==> config.mk <==
export PLATFORM = sky130hd
export DESIGN_NAME = rom_reader_flat
export DESIGN_NICKNAME = d
export VERILOG_FILES = /design/src/rtl/rom_pkg.sv /design/src/rtl/rom_reader_if.sv /design/src/rtl/rom_lat_counter.sv /design/src/rtl/rom_reader.sv /design/src/flat_wrapper.sv
export SDC_FILE = /design/constraint.sdc
export NUM_CORES = 1
export LEC_CHECK = 0
export BUFFER_PORTS_ARGS = -buffer_cell sky130_fd_sc_hd__buf_2
export CAP_MARGIN = 0
export CORE_AREA = 2 2 61 63
export DETAILED_ROUTE_END_ITERATION = 8
export DIE_AREA = 0 0 63 65
export PLACE_DENSITY = 0.82
export SLEW_MARGIN = 10
export SYNTH_ARGS = -nofsm -noshare
export SYNTH_HDL_FRONTEND = slang
export SYNTH_HIERARCHICAL = 1
export SYNTH_SLANG_ARGS = --single-unit
export TNS_END_PERCENT = 1
==> constraint.sdc <==
create_clock -name CLK -period 2.9 [get_ports CLK]
set_input_delay 0.435 -clock CLK [delete_from_list [all_inputs] [get_ports CLK]]
set_output_delay 0.435 -clock CLK [all_outputs]
set_load 0.005 [all_outputs]
==> src/rtl/rom_pkg.sv <==
// Shared ROM constants: widths, latency and data offset agreed with the ROM
// responder, plus the reader FSM state encoding.
package rom_pkg;

  localparam int unsigned ROM_ADDR_W   = 8;
  localparam int unsigned ROM_DATA_W   = 8;
  localparam int unsigned ROM_READ_LAT = 3;
  localparam int unsigned ROM_OFFSET   = 1;

  typedef enum logic [2:0] {
    ST_QUIESCE = 3'd0,
    ST_IDLE    = 3'd1,
    ST_ISSUE   = 3'd2,
    ST_WAIT    = 3'd3,
    ST_OUTPUT  = 3'd4,
    ST_DONE    = 3'd5
  } rom_state_e;

  // Width needed to hold a latency count of v (at least one bit).
  function automatic int unsigned lat_cnt_width(input int unsigned v);
    return (v < 2) ? 1 : $clog2(v + 1);
  endfunction

endpackage

==> src/rtl/rom_reader_if.sv <==
// Command, ROM bus and output stream of the ROM reader. The reader uses the
// master modport; the command source, ROM and sink side uses slave.
interface rom_reader_if #(
  parameter int unsigned ADDR_W = 8,
  parameter int unsigned DATA_W = 8
) ();

  logic              start;
  logic [ADDR_W-1:0] base_addr;
  logic [7:0]        count;
  logic              busy;
  logic              done;
  logic              RD;
  logic [ADDR_W-1:0] addr;
  logic [DATA_W-1:0] data;
  logic [DATA_W-1:0] out_data;
  logic              out_valid;
  logic              out_ready;

  modport master (
    input  start, base_addr, count, data, out_ready,
    output busy, done, RD, addr, out_data, out_valid
  );

  modport slave (
    output start, base_addr, count, data, out_ready,
    input  busy, done, RD, addr, out_data, out_valid
  );

endinterface

==> src/rtl/rom_lat_counter.sv <==
// Loadable down-counter with a registered zero flag; it resets to RST_VAL so
// the same counter times the post-reset quiesce and the ROM read latency.
module rom_lat_counter #(
  parameter int unsigned CNT_W   = 2,
  parameter int unsigned RST_VAL = 3
) (
  input  logic             CLK,
  input  logic             RST_N,
  input  logic             load,
  input  logic [CNT_W-1:0] load_val,
  output logic             zero
);

  logic [CNT_W-1:0] cnt_q, cnt_d;
  logic             zero_q, zero_d;

  // Load has priority; otherwise count down and stick at zero.
  always_comb begin
    cnt_d = cnt_q;
    if (load) begin
      cnt_d = load_val;
    end else if (cnt_q != '0) begin
      cnt_d = cnt_q - CNT_W'(1);
    end
    zero_d = (cnt_d == '0);
  end

  // Count and flag registers.
  always_ff @(posedge CLK or negedge RST_N) begin
    if (!RST_N) begin
      cnt_q  <= CNT_W'(RST_VAL);
      zero_q <= (RST_VAL == 0);
    end else begin
      cnt_q  <= cnt_d;
      zero_q <= zero_d;
    end
  end

  assign zero = zero_q;

endmodule

==> src/rtl/rom_reader.sv <==
// Burst read initiator for the fixed-latency ROM: issues one RD per word,
// waits out the latency, captures the word and offers it on a valid/ready
// stream. Optional data checking is built when ROM_READER_CHECK_EN is defined.
module rom_reader
  import rom_pkg::*;
#(
  parameter int unsigned ADDR_W   = ROM_ADDR_W,
  parameter int unsigned DATA_W   = ROM_DATA_W,
  parameter int unsigned READ_LAT = ROM_READ_LAT
`ifdef ROM_READER_CHECK_EN
  ,
  parameter int unsigned OFFSET   = ROM_OFFSET
`endif
) (
  input  logic         CLK,
  input  logic         RST_N,
  rom_reader_if.master bus
`ifdef ROM_READER_CHECK_EN
  ,
  output logic         err,
  output logic [7:0]   err_cnt
`endif
);

  localparam int unsigned CNT_W = lat_cnt_width(READ_LAT);

  rom_state_e        state_q, state_d;
  logic [ADDR_W-1:0] addr_q, addr_d;
  logic [7:0]        rem_q, rem_d;
  logic [DATA_W-1:0] out_data_q, out_data_d;
  logic              rd_q, rd_d;
  logic              out_valid_q, out_valid_d;
  logic              done_q, done_d;
  logic              busy_q, busy_d;
  logic              lat_load_c;
  logic              lat_zero;
  logic              accept_c;
  logic              capture_c;

  // Shared latency timer: runs down the quiesce after reset, reloaded in ISSUE.
  rom_lat_counter #(
    .CNT_W   (CNT_W),
    .RST_VAL (READ_LAT)
  ) u_lat (
    .CLK      (CLK),
    .RST_N    (RST_N),
    .load     (lat_load_c),
    .load_val (CNT_W'(READ_LAT)),
    .zero     (lat_zero)
  );

  // Next-state, datapath and registered-output decode.
  always_comb begin
    state_d    = state_q;
    addr_d     = addr_q;
    rem_d      = rem_q;
    out_data_d = out_data_q;
    lat_load_c = 1'b0;
    accept_c   = 1'b0;
    capture_c  = 1'b0;

    case (state_q)
      ST_QUIESCE: begin
        if (lat_zero) state_d = ST_IDLE;
      end
      ST_IDLE: begin
        if (bus.start) begin
          accept_c = 1'b1;
          if (bus.count != 8'd0) begin
            addr_d  = bus.base_addr;
            rem_d   = bus.count;
            state_d = ST_ISSUE;
          end else begin
            state_d = ST_DONE;
          end
        end
      end
      ST_ISSUE: begin
        lat_load_c = 1'b1;
        state_d    = ST_WAIT;
      end
      ST_WAIT: begin
        if (lat_zero) begin
          capture_c  = 1'b1;
          out_data_d = bus.data;
          state_d    = ST_OUTPUT;
        end
      end
      ST_OUTPUT: begin
        if (bus.out_ready) begin
          if (rem_q == 8'd1) begin
            state_d = ST_DONE;
          end else begin
            rem_d   = rem_q - 8'd1;
            addr_d  = addr_q + ADDR_W'(1);
            state_d = ST_ISSUE;
          end
        end
      end
      ST_DONE: begin
        state_d = ST_IDLE;
      end
      default: begin
        state_d = ST_QUIESCE;
      end
    endcase

    rd_d        = (state_d == ST_ISSUE);
    out_valid_d = (state_d == ST_OUTPUT);
    done_d      = (state_d == ST_DONE);
    busy_d      = (state_d != ST_IDLE);
  end

  // State and output registers; reset lands in QUIESCE with busy high.
  always_ff @(posedge CLK or negedge RST_N) begin
    if (!RST_N) begin
      state_q     <= ST_QUIESCE;
      addr_q      <= '0;
      rem_q       <= 8'd0;
      out_data_q  <= '0;
      rd_q        <= 1'b0;
      out_valid_q <= 1'b0;
      done_q      <= 1'b0;
      busy_q      <= 1'b1;
    end else begin
      state_q     <= state_d;
      addr_q      <= addr_d;
      rem_q       <= rem_d;
      out_data_q  <= out_data_d;
      rd_q        <= rd_d;
      out_valid_q <= out_valid_d;
      done_q      <= done_d;
      busy_q      <= busy_d;
    end
  end

  assign bus.RD        = rd_q;
  assign bus.addr      = addr_q;
  assign bus.out_data  = out_data_q;
  assign bus.out_valid = out_valid_q;
  assign bus.done      = done_q;
  assign bus.busy      = busy_q;

`ifdef ROM_READER_CHECK_EN
  logic              err_q, err_d;
  logic [7:0]        err_cnt_q, err_cnt_d;
  logic [DATA_W-1:0] exp_data_c;
  logic              mismatch_c;

  // Compare each captured word with addr+OFFSET; X/Z data counts as a miss.
  always_comb begin
    exp_data_c = DATA_W'(addr_q) + DATA_W'(OFFSET);
    mismatch_c = capture_c && (bus.data !== exp_data_c);
    err_d      = err_q;
    err_cnt_d  = err_cnt_q;
    if (accept_c) begin
      err_d     = 1'b0;
      err_cnt_d = 8'd0;
    end else if (mismatch_c) begin
      err_d = 1'b1;
      if (err_cnt_q != 8'hFF) err_cnt_d = err_cnt_q + 8'd1;
    end
  end

  // Sticky error flag and saturating miss count.
  always_ff @(posedge CLK or negedge RST_N) begin
    if (!RST_N) begin
      err_q     <= 1'b0;
      err_cnt_q <= 8'd0;
    end else begin
      err_q     <= err_d;
      err_cnt_q <= err_cnt_d;
    end
  end

  assign err     = err_q;
  assign err_cnt = err_cnt_q;
`endif

endmodule

==> src/flat_wrapper.sv <==
// flat-port wrapper written by rule: the top's interface ports become plain ports
module rom_reader_flat import rom_pkg::*;
#(
  parameter int unsigned ADDR_W   = ROM_ADDR_W,
  parameter int unsigned DATA_W   = ROM_DATA_W,
  parameter int unsigned READ_LAT = ROM_READ_LAT

)
  (CLK, RST_N, bus_start, bus_base_addr, bus_count, bus_data, bus_out_ready, bus_busy, bus_done, bus_RD, bus_addr, bus_out_data, bus_out_valid);
  rom_reader_if #(.ADDR_W(ADDR_W), .DATA_W(DATA_W)) bus_i ();
  input  logic CLK;
  input  logic RST_N;
  input wire logic [$bits(bus_i.start)-1:0] bus_start;
  input wire logic [$bits(bus_i.base_addr)-1:0] bus_base_addr;
  input wire logic [$bits(bus_i.count)-1:0] bus_count;
  input wire logic [$bits(bus_i.data)-1:0] bus_data;
  input wire logic [$bits(bus_i.out_ready)-1:0] bus_out_ready;
  output wire logic [$bits(bus_i.busy)-1:0] bus_busy;
  output wire logic [$bits(bus_i.done)-1:0] bus_done;
  output wire logic [$bits(bus_i.RD)-1:0] bus_RD;
  output wire logic [$bits(bus_i.addr)-1:0] bus_addr;
  output wire logic [$bits(bus_i.out_data)-1:0] bus_out_data;
  output wire logic [$bits(bus_i.out_valid)-1:0] bus_out_valid;
  assign bus_i.start = bus_start;
  assign bus_i.base_addr = bus_base_addr;
  assign bus_i.count = bus_count;
  assign bus_i.data = bus_data;
  assign bus_i.out_ready = bus_out_ready;
  assign bus_busy = bus_i.busy;
  assign bus_done = bus_i.done;
  assign bus_RD = bus_i.RD;
  assign bus_addr = bus_i.addr;
  assign bus_out_data = bus_i.out_data;
  assign bus_out_valid = bus_i.out_valid;
  rom_reader #(.ADDR_W(ADDR_W), .DATA_W(DATA_W), .READ_LAT(READ_LAT)) u_core (.CLK(CLK), .RST_N(RST_N), .bus(bus_i));
endmodule
# == Word-level counts from Yosys, hierarchy flattened ==
# Cells that the tools add are included.
# totals
word_cells,54
register_bits,34
inputBits,28
# classes
n_addsub,3
mux,20
eq_ne,14
n_reduce_logical,7
# op_table
operator,count
8-bit two-way mux,8
8-bit one-hot mux with 2 select lines,2
3-bit two-way mux,6
3-bit one-hot mux with 6 select lines,1
"3-bit equality test, second input constant",4
"3-bit by 2-bit equality test with 1-bit output, second input constant",3
"8-bit by 1-bit adder with 8-bit output, second input constant",1
"8-bit by 1-bit equality test with 1-bit output, second input constant",1
8-bit nonzero test,1
"8-bit by 1-bit subtractor with 8-bit output, second input constant",1
"2-bit != test, second input constant",3
5-bit AND reduction,1
2-bit two-way mux,2
2-bit nonzero test,2
"3-bit by 1-bit equality test with 1-bit output, second input constant",1
3-bit logical NOT,1
"3-bit by 1-bit != test with 1-bit output, second input constant",1
2-bit logical NOT,1
"2-bit by 1-bit != test with 1-bit output, second input constant",1
2-bit AND reduction,1
"2-bit by 1-bit subtractor with 2-bit output, second input constant",1
1-bit two-way mux,1

# == Longest topological paths before layout ==
# Gate-level depths: netlist (run 1).
# logic_depth
ltp_word,5
ltp_mapped,7

# == Modules after synthesis ==
# The synthesis (run 1) kept the hierarchy.
# modules_own_cells
mod,n_inst,area_each_um2,cells_each
rom_reader,1,1766.7,166
rom_lat_counter,1,117.6,11

# == Worst setup path after synthesis (run 1) ==
# No wires, ideal clock.
# synth_path
path_kind,register -> register
startpoint,reg u_core.rem_q[1]
endpoint,"reg u_core.busy_q, in the netlist u_core/bus.busy"
synth_period_minus_slack_ps,1574
arrival_ps,1486
slack_ps,1326
stages_incl_launch_ff,8
path_buffers,0
setup_time_ps,88
path_cell_list,dfrtp_1 inv_1 ha_1 nor4b_4 a21oi_2 nor2_4 inv_2 or3_1
# synth_via
elab_chain_len,5
# synth_rtl
element,line,rtl
"start, declared",rom_reader.sv:29,"logic [7:0] rem_q, rem_d;"
"start signal, assigned",rom_reader.sv:128,rem_q <= rem_d;
8-bit by 1-bit equality test with 1-bit output,rom_reader.sv:91,if (rem_q == 8'd1) begin
3-bit two-way mux,rom_reader.sv:91,
3-bit two-way mux,rom_reader.sv:90,if (bus.out_ready) begin
3-bit one-hot mux with 6 select lines,rom_reader.sv:62,case (state_q)
3-bit by 1-bit != test with 1-bit output,rom_reader.sv:111,busy_d = (state_d != ST_IDLE);
via u_core.busy_d,rom_reader.sv:34,"logic busy_q, busy_d;"
"end signal, assigned",rom_reader.sv:133,busy_q <= busy_d;
"end, declared",rom_reader.sv:34,
# The timed path passes the listed nets, and every way through them passes these cells.
# A chain may end at the register's enable or synchronous reset.

# == Worst setup path after layout (run 1) ==
# Ends and elaborated chain as after synthesis.

==> results.md, run 1 <==
Setup path:
- The data required time at the worst endpoint is 3160 ps.
- Among all stages on the critical path, the largest delay is contributed by sky130_fd_sc_hd__dfrtp_1.
- On the worst path, the slowest cell contributes a delay of 410 ps.
- In this run the worst path has a maximum fanout of 16.
- The kind of end point of the critical path is a flip-flop.
- The arrival time at the worst endpoint is 2350 ps.
- The worst path buffer plus inverter count is 2.
- Broken down by cell family, the worst path's largest delay share belongs to simple AND/OR/NAND/NOR gates.
- The critical path startpoint category is a flip-flop.
- The signal on the critical path passes through inv_1 > ha_1 > nor4b_4 > a21oi_2 > nor2_4 > inv_2 > or3_1.
- The critical path in this run is classified as flip-flop to flip-flop.

Power and ir drop:
- The worst voltage drop across the vdd grid is 0.5645 mV.
- The switching share of power is 38.90%.
- The power density normalized to cell area is 991.7 mW/mm^2.
- The internal power of the cells totals 1.346 mW.
- In this run the static leakage power is 0.9840 nW.
- Per report_power, the sequential group accounts for 41.9% of the total.
- The part of the total power dissipated in the clock network is 14.8%.
- The combinational cell fraction of total power is 43.3%.
- The net switching power of the design is 0.8571 mW.

Timing:
- At the pin with the least slew margin, the transition time is 897.0 ps.
- The final-layout worst hold slack is 153.0 ps.
- The worst path needs 2091 ps of the cycle, external delays included.
- Setup repair after global routing left no endpoint under its margin.
- The share of the cycle needed by the critical path after routing is 72.09%.
- The max-slew violation count is 0.
- The final hold violation count is 0.
- Headroom to the max-slew limit came out at 40.20%.
- The worst clock skew is 12.56 ps.
- Setup total negative slack on the finished layout was measured at 0 ps.
- For this run, the top clock speed supported by timing is 478.3 MHz.
- The number of endpoints failing setup at the final stage is 0.

Die:
- The placement row count is 22.
- The core region is 0.003496 sq mm.
- The initial standard-cell utilization of the core is 53.90%.
- The floorplan step set the die height to 65 um.
- The floorplan step defined a die boundary enclosing 0.004095 sq mm.
- The I/O pin count is 48.
- In this run the horizontal extent of the chip is 63 um.

Logic synthesis:
- The commonest cells after synthesis are sky130_fd_sc_hd__dfrtp_1 (31), sky130_fd_sc_hd__nand2_1 (13), sky130_fd_sc_hd__o21ai_0 (13).
- Counting flops and latches in the post-synthesis netlist gives 34.
- Counting flops with a built-in enable in the synthesized netlist gives 0.
- The number of distinct standard cells referenced by the synthesized netlist is 48.
- After synthesis, the cell types taking the most area are sky130_fd_sc_hd__dfrtp_1 (41%), sky130_fd_sc_hd__mux2_2 (4.8%), sky130_fd_sc_hd__dfstp_2 (4.2%).
- After synthesis the cells add up to 0.001884 sq mm.
- The fraction of registers with async set or reset after synthesis is 100.0%.
- For this run, the leading register cell type out of synthesis is sky130_fd_sc_hd__dfrtp_1.
- The cell type with the highest aggregate area in the netlist is sky130_fd_sc_hd__dfrtp_1.
- Yosys printed 6 warnings.
- The fraction of synthesized cell area taken by the top area cell type is 41.17%.
- The sequential area share after synthesis is 45.35%.
- The average size of a mapped cell is 10.65 sq um.
- The synthesized netlist cell count is 177.
- The cell with the most instances after synthesis is sky130_fd_sc_hd__dfrtp_1.

CTS:
- After clock tree synthesis, the repair step resized 0 gates.
- In this run the clock root is driven by a sky130_fd_sc_hd__clkbuf_4.
- In this run, CTS created clock tree buffers numbering 5.
- At the later pin of the worst-skew pair, clock insertion delay measures 340 ps.
- Clock-pin slew was measured on the worst setup and hold paths at 110 ps.
- The setup fix buffers added after clock tree synthesis is 0.
- The number of H-tree levels is 2.
- The count of hold-fix buffers inserted at cts is 0.
- In this run the deepest clock path goes through 2 buffers.
- The tree built by TritonCTS fans out to 34 sinks.
- The CTS tree is built.

Layout:
- Fill cells in the final layout number 308.
- From synthesis to final layout, the design area changed by 17.93%.
- Once layout is complete, the cells apart from fillers number 276.
- The post-route netlist has 34.65% of its cells at a drive strength greater than 1.
- The antenna cell count is 0.
- At the end of the flow, the number of nets in the layout was 258.

Global routing:
- The initial antenna violation count was 0.
- The total global routing overflow is 0.
- Entering global routing, the biggest net connects 35 pins.
- For this run, the total global-route usage over all layers was measured as 21.88%.
- The first global-routing pass estimated 6.893 mm of wire.
- The number of global-route vias before repair is 1,459.

Worst hold path:
- The type of the most critical hold path is input pin to asynchronous set/reset pin.

Routing:
- The first routing iteration left 128 violations.
- The number of optimization iterations in the first detailed-route pass is 4.
- The routed wire length is 4.188 mm.
- In the routed layout, each cell is associated on average with a via count of 5.721.
- Dividing the detail-routed wire length by the instance count gives 15.17 um.
- The DRC violations left is 0.
- The number of routed nets with antenna violations is 0.
- The via count is 1,579.

Outcome:
- The run finished with clean final reports.

Placed design:
- The number of placed instances, taps included is 268.
- Buffers placed on the I/O ports in this run total 47.
- Summed over all nets, the half-perimeter wirelength after detailed placement is 3.064 mm.
- The weighted congestion reported at the end of routability-driven placement is 0.8764.

Flow run:
- The tool flagged a number of max-cap violations equal to 0.
-- state kept, by name (all words and copies together), names as in the netlist --
name,cells
u_core/bus.addr,8
u_core/u_lat/zero,1
u_core/bus.out_valid,1
u_core/state_q,3
u_core/rem_q,8
u_core/bus.done,1
u_core/bus.out_data,8
u_core/u_lat/cnt_q,2
u_core/bus.busy,1
u_core/bus.RD,1
-- through the flow --
step | util, % | worst slack, ps | cell area (sq um) | power, mW
after floorplan | - | 1326 | 1896 | 1.580
after global placement | 61.31 | 940.9 | 2143 | 1.853
after detailed placement | 61.31 | 867.7 | 2143 | 1.882
after CTS | 63.56 | 841.0 | 2222 | 2.210
after global routing | 63.56 | 685.0 | 2222 | 2.373
final | 63.56 | 809.4 | 2222 | 2.204
-- metal layers --
metal	GRT usage (%)	wire, um	share of wire, %	vias to the layer above
met5	0	0	0	-
met4	8.333	78	1.9	0
met3	5.208	258	6.2	7
met2	35.51	2051	49	51
met1	28.46	1800	43	758
li1	-	-	-	763
-- worst reg2reg max path, cell delays in order (launching register included) --
cell	delay [ps]
sky130_fd_sc_hd__dfrtp_1	410
sky130_fd_sc_hd__inv_1	100
sky130_fd_sc_hd__ha_1	150
sky130_fd_sc_hd__nor4b_4	250
sky130_fd_sc_hd__a21oi_2	250
sky130_fd_sc_hd__nor2_4	340
sky130_fd_sc_hd__inv_2	150
sky130_fd_sc_hd__or3_1	360
-- logic make-up (layout without fill, tap and decap cells) --
logic type / Yosys count / in the layout / share of synthesized area [%]
compound gates: 61 / 61 / 22.78
simple gates: 55 / 55 / 20.59
flops: 34 / 34 / 45.35
buf+inv: 15 / 63 / 4.316
mux: 8 / 8 / 4.781
fa+ha+maj: 3 / 3 / 1.992
other cells: 1 / 4 / 0.1990
-- layout make-up --
type	instances	area (sq um)	area share [%]
flip-flops and latches	34	854.6	38.46
inverters	7	26.28	1.182
repair buffers	48	242.7	10.92
clock buffers	8	78.83	3.547
well taps	48	60.06	2.703
multi-input cells	131	959.7	43.19
-- power groups by stage --
stage	combinational [mW]	clock [mW]	sequential (mW)
floorplan	0.679	0	0.901
global placement	0.931	0	0.922
detailed placement	0.955	0	0.927
CTS	0.957	0.331	0.921
global route	1.05	0.361	0.957
finish	0.954	0.325	0.924
-- final timing paths --
kind / startpoint / to / slack (ps) / cells after the start
worst max-delay path: u_core/rem_q[1]$_DFFE_PN0P_ / u_core/bus.busy$_DFF_PN1_ / 810 / 7
worst min-delay path: RST_N / u_core/rem_q[1]$_DFFE_PN0P_ / 150 / 1
worst max register to register: u_core/rem_q[1]$_DFFE_PN0P_ / u_core/bus.busy$_DFF_PN1_ / 810 / 7
worst min register to register: u_core/u_lat/cnt_q[0]$_DFF_PN1_ / u_core/u_lat/cnt_q[1]$_DFF_PN1_ / 490 / 2
max in group asynchronous: RST_N / u_core/bus.out_data[6]$_DFFE_PN0P_ / 2270 / 1
min in group CLK: bus_data[2] / u_core/bus.out_data[2]$_DFFE_PN0P_ / 330 / 2
-- cells in the final DEF (no fill, tap or decap), types with 3 or more instances in the layout --
| cell | instances |
|---|---|
| sky130_fd_sc_hd__buf_2 | 47 |
| sky130_fd_sc_hd__dfrtp_1 | 31 |
| sky130_fd_sc_hd__nand2_1 | 13 |
| sky130_fd_sc_hd__o21ai_0 | 13 |
| sky130_fd_sc_hd__o22ai_1 | 9 |
| sky130_fd_sc_hd__nor2_1 | 8 |
| sky130_fd_sc_hd__a21oi_1 | 8 |
| sky130_fd_sc_hd__mux2_2 | 8 |
| sky130_fd_sc_hd__o2bb2ai_1 | 7 |
| sky130_fd_sc_hd__nand2b_1 | 6 |
| sky130_fd_sc_hd__nand3_1 | 6 |
| sky130_fd_sc_hd__inv_1 | 6 |
| sky130_fd_sc_hd__clkbuf_4 | 5 |
| sky130_fd_sc_hd__a22oi_1 | 4 |
| sky130_fd_sc_hd__conb_1 | 4 |
| sky130_fd_sc_hd__clkbuf_8 | 3 |
| sky130_fd_sc_hd__o211ai_1 | 3 |
| sky130_fd_sc_hd__a31oi_1 | 3 |
| sky130_fd_sc_hd__and3_1 | 3 |
| sky130_fd_sc_hd__a2bb2oi_1 | 3 |
| sky130_fd_sc_hd__nor3_1 | 3 |
| sky130_fd_sc_hd__ha_1 | 3 |
| sky130_fd_sc_hd__dfstp_2 | 3 |
No activity file was read; power rests on OpenSTA's default activity.
==> run 2: changes to the inputs <==
--- a/config.mk
+++ b/config.mk
@@ -5,12 +5,13 @@
 export SDC_FILE = /design/constraint.sdc
 export NUM_CORES = 1
 export LEC_CHECK = 0
+export ABC_AREA = 1
 export BUFFER_PORTS_ARGS = -buffer_cell sky130_fd_sc_hd__buf_2
 export CAP_MARGIN = 0
-export CORE_AREA = 2 2 61 63
+export CORE_AREA = 2 2 65 67
 export DETAILED_ROUTE_END_ITERATION = 8
-export DIE_AREA = 0 0 63 65
-export PLACE_DENSITY = 0.82
+export DIE_AREA = 0 0 67 69
+export PLACE_DENSITY = 0.77
 export SLEW_MARGIN = 10
 export SYNTH_ARGS = -nofsm -noshare
 export SYNTH_HDL_FRONTEND = slang
==> constraint.sdc (replaced) <==
create_clock -name CLK -period 2.1 [get_ports CLK]
set_input_delay 0.315 -clock CLK [delete_from_list [all_inputs] [get_ports CLK]]
set_output_delay 0.315 -clock CLK [all_outputs]
set_load 0.005 [all_outputs]
==> run 2 against run 1 <==
  * Via count rose by 21%
  * Total power rose by 53%
  * Sequential share of layout area fell by 2.5 points
  * Largest cell class unchanged
  * Critical endpoint is now u_core/bus.addr[0]$_DFFE_PN0P_
  * Die area rose by 13%
  * Clock skew fell by 4.9 ps
  * Highest routed layer unchanged
==> results.md, run 2 <==
Placed design:
- The placed wire-length estimate is 3.051 mm.
- The post-placement setup slack is 436.4 ps.
- In this run the tool buffered the top-level ports with 47 buffer cells.
- Including well taps, the total number of placed cells is 384.
- The congestion estimate from routability-driven global placement came to 0.8148.

Logic synthesis:
- The cell with the most instances after synthesis is sky130_fd_sc_hd__nand2_1.
- After synthesis, the most frequently instantiated cells are sky130_fd_sc_hd__nand2_1 (141), sky130_fd_sc_hd__dfrtp_1 (31), sky130_fd_sc_hd__nor2_1 (26).
- During synthesis, Yosys emitted a total of 6 warnings.
- In the synthesized netlist the async set-or-reset flop fraction comes to 100.0%.
- In the synthesized netlist, the number of instances is 289.
- In the post-synthesis netlist, the biggest area contributors are sky130_fd_sc_hd__dfrtp_1 (39%), sky130_fd_sc_hd__nand2_1 (27%), sky130_fd_sc_hd__nor2_1 (4.9%).
- A synthesized cell averages 6.901 sq um.
- For this run, the leading register cell type out of synthesis is sky130_fd_sc_hd__dfrtp_1.
- The biggest area contributor in the post-synthesis netlist is sky130_fd_sc_hd__dfrtp_1.
- Summed over its instances, the top area cell type makes up 38.90% of the synthesized netlist area.
- Synthesis inferred 34 register bits.
- The number of distinct standard cells referenced by the synthesized netlist is 28.
- The post-synthesis cell area is 0.001994 sq mm.
- The number of enable-type register cells in the synthesized netlist is 0.
- The sequential area share after synthesis is 42.85%.

Power and ir drop:
- The worst voltage drop across the vdd grid is 0.6053 mV.
- Dividing total power by cell area gives a power density of 1422 mW/mm^2.
- Power comes to 3.375 mW.
- The leakage power is 1.355 nW.

Die:
- The y dimension of the die is 69 um.
- The initial standard-cell utilization of the core is 50.96%.
- In this run the core area contains 23 standard-cell rows.
- The area of the die is 0.004623 sq mm.
- In this run the count of I/O pins placed on the die edge is 48.
- The floorplan step defined a core boundary enclosing 0.003914 sq mm.
- Measured along the x axis, the die boundary spans 67 um.

Timing:
- The final hold violation count is 0.
- The worst clock skew is 7.623 ps.
- The final critical path takes up 79.14% of the cycle.
- For this run, the top clock speed supported by timing is 601.7 MHz.
- Setup violations remaining at the end of the flow were counted as 0.
- Measured against its own limit, the worst slew margin works out to 50.48%.
- The worst path in the final design needs a cycle of 1662 ps, including I/O delays and setup.
- The final-layout setup total negative slack is 0 ps.
- In the post-route analysis, the smallest setup slack over all paths is 438.1 ps.
- Setup repair after global routing left no endpoint under its margin.
- At the pin with the least slew margin, the transition time is 742.8 ps.
- The max-slew violation count is 0.

Setup path:
- The worst flop-to-flop path endpoint is u_core/bus.addr[0]$_DFFE_PN0P_.
- The worst setup path is launched from a flip-flop.
- The startpoint identified for the worst register-to-register timing path is u_core/state_q[0]$_DFF_PN0_.
- The data required time at the worst endpoint is 2330 ps.
- The largest single stage delay on the critical path is 460 ps.
- The critical-path maximum fanout is 20.
- In this design, the largest share of critical-path delay is due to simple AND/OR/NAND/NOR gates.
- The worst register-to-register path has a setup slack of 440 ps.
- The arrival time at the worst endpoint is 1890 ps.
- The number of buffers and inverters on the critical path is 1.
- The critical path goes through nor3_4 > inv_2 > nor2_1 > nor2_1 > nor2_4 > nand2_1 > nand2_1.
- The kind of end point of the critical path is a flip-flop.
- Among all stages on the critical path, the largest delay is contributed by sky130_fd_sc_hd__dfrtp_1.
- The setup path with the least slack is of type flip-flop to flip-flop.
- Measured in cells, the most critical reg-to-reg path has a length of 7.

Layout:
- The library cells used most frequently in the layout, excluding fill and tap cells, are sky130_fd_sc_hd__nand2_1 (141), sky130_fd_sc_hd__buf_2 (47), sky130_fd_sc_hd__dfrtp_1 (31).
- The sequential cell area is 854.6 sq um.
- The count of cells in the finished layout, fillers not included, comes to 392.
- The ratio of cells with drive above 1 in the final layout is 21.05%.
- The area of the multi-input gates is 994.7 sq um.
- For this run, the share of the core covered by cells in the final layout is 60.65%.
- The repair_antennas step left the layout with diodes totalling 0.
- The area growth from synthesis to layout is 19.01%.
- In the final design database the tool counted 372 nets.
- The leading cell type in the layout, fill and taps excluded is sky130_fd_sc_hd__nand2_1.
- The filler cells instantiated in the layout total 376.

Global routing:
- The total global routing overflow is 0.
- The initial antenna violation count was 0.
- The total global routing track utilization is 20.77%.
- The number of global-route vias before repair is 1,809.
- The first global-routing pass estimated 7.576 mm of wire.
- Entering global routing, the biggest net connects 35 pins.

Routing:
- After detailed routing, the total wire length is 4.281 mm.
- The number of routed nets with antenna violations is 0.
- The first TritonRoute pass finished after 6 iterations.
- In the routed design, unresolved DRC markers number 0.
- In the routed layout, each cell is associated on average with a via count of 4.860.
- The final route contains 1,905 vias.
- The final routed wire length divided by cell count is 10.92 um.
- For this block, the initial DRC count from the detailed router was 111.

CTS:
- The number of clock sinks seen by CTS is 34.
- The H-tree generated during clock tree synthesis spans 2 levels.
- Clock-pin slew was measured on the worst setup and hold paths at 70 ps.
- The cell at the root of the clock tree is sky130_fd_sc_hd__clkbuf_8.
- The worst-skew pair later-pin latency is 280 ps.
- The number of buffers inserted during clock tree synthesis is 5.
- Once the clock tree was built, the resizer swapped 0 gates to a different size.
- Buffers inserted to repair hold after CTS numbered 0.
- TritonCTS built the clock tree.
- Buffers added to address setup during post-CTS repair amount to 0.
- The maximum buffer depth of the clock tree is 2.

Flow run:
- The max-capacitance violation count is 0.

Worst hold path:
- The path class of the tightest hold or removal check is input pin to asynchronous set/reset pin.

Outcome:
- The flow ran to the end, and the final reports show no timing, DRC or antenna violations.
## run 2: cell count changes after synthesis, moves of 4 or more
cell	change
sky130_fd_sc_hd__a21oi_1	-4
sky130_fd_sc_hd__a22oi_1	-4
sky130_fd_sc_hd__inv_1	+19
sky130_fd_sc_hd__mux2_2	-8
sky130_fd_sc_hd__nand2_1	+128
sky130_fd_sc_hd__nand2b_1	-6
sky130_fd_sc_hd__nand3_1	+10
sky130_fd_sc_hd__nor2_1	+18
sky130_fd_sc_hd__o22ai_1	-9
sky130_fd_sc_hd__o2bb2ai_1	-7
## run 2: metal layers
metal  vias to the layer above  wire length [um]  global-route usage [%]
li1                        989                 -                       -
met5                         -                 0                       0
met3                         9               245                   6.036
met2                        50              2084                   35.42
met1                       857              1886                   24.29
met4                         0                65                   7.256
## run 2: stage by stage
stage          hold WS, ps  area (sq um)
3_3_place_gp         426.2          2267
3_5_place_dp         427.3          2267
4_1_cts              114.6          2374
2_1_floorplan        19.41          1998
6_report             94.19          2374
5_1_grt              143.4          2374
## run 2: kinds of logic (layout without fill, tap and decap cells)
logic type      after synthesis  count (layout)  share of synthesized area, %
fa+ha+maj                     3               3                         1.882
simple gates                198             198                         41.53
buf+inv                      33              85                         7.465
flops                        34              34                         42.85
compound gates               19              19                         5.647
other cells                   1               2                        0.1880
xor+xnor                      1               1                        0.4392
## run 2: worst max path at each step
stage                                start                        endpoint  slack (ps)  depth (start not counted)
6_report       u_core/state_q[0]$_DFF_PN0_  u_core/bus.addr[0]$_DFFE_PN0P_         440                          7
5_1_grt        u_core/state_q[0]$_DFF_PN0_     u_core/rem_q[2]$_DFFE_PN0P_         260                          7
4_1_cts        u_core/state_q[0]$_DFF_PN0_     u_core/rem_q[2]$_DFFE_PN0P_         420                          7
3_5_place_dp   u_core/state_q[0]$_DFF_PN0_  u_core/bus.addr[5]$_DFFE_PN0P_         440                          7
3_3_place_gp   u_core/state_q[0]$_DFF_PN0_  u_core/bus.addr[1]$_DFFE_PN0P_         480                          7
2_1_floorplan  u_core/state_q[0]$_DFF_PN0_  u_core/bus.addr[6]$_DFFE_PN0P_         590                          8
## run 2: cell type report
class                           count  area share, %
Clock buffer                        7          3.216
Inverter                           28          4.428
Multi-Input combinational cell    223          41.91
Tap cell                           50          2.636
Timing Repair Buffer               49          10.54
Clock inverter                      1          1.265
Sequential cell                    34          36.00
## run 2: power by group
group	switching [mW]	internal [mW]
Clock	0.223	0.355
Sequential	0.279	0.984
Combinational	0.943	0.592
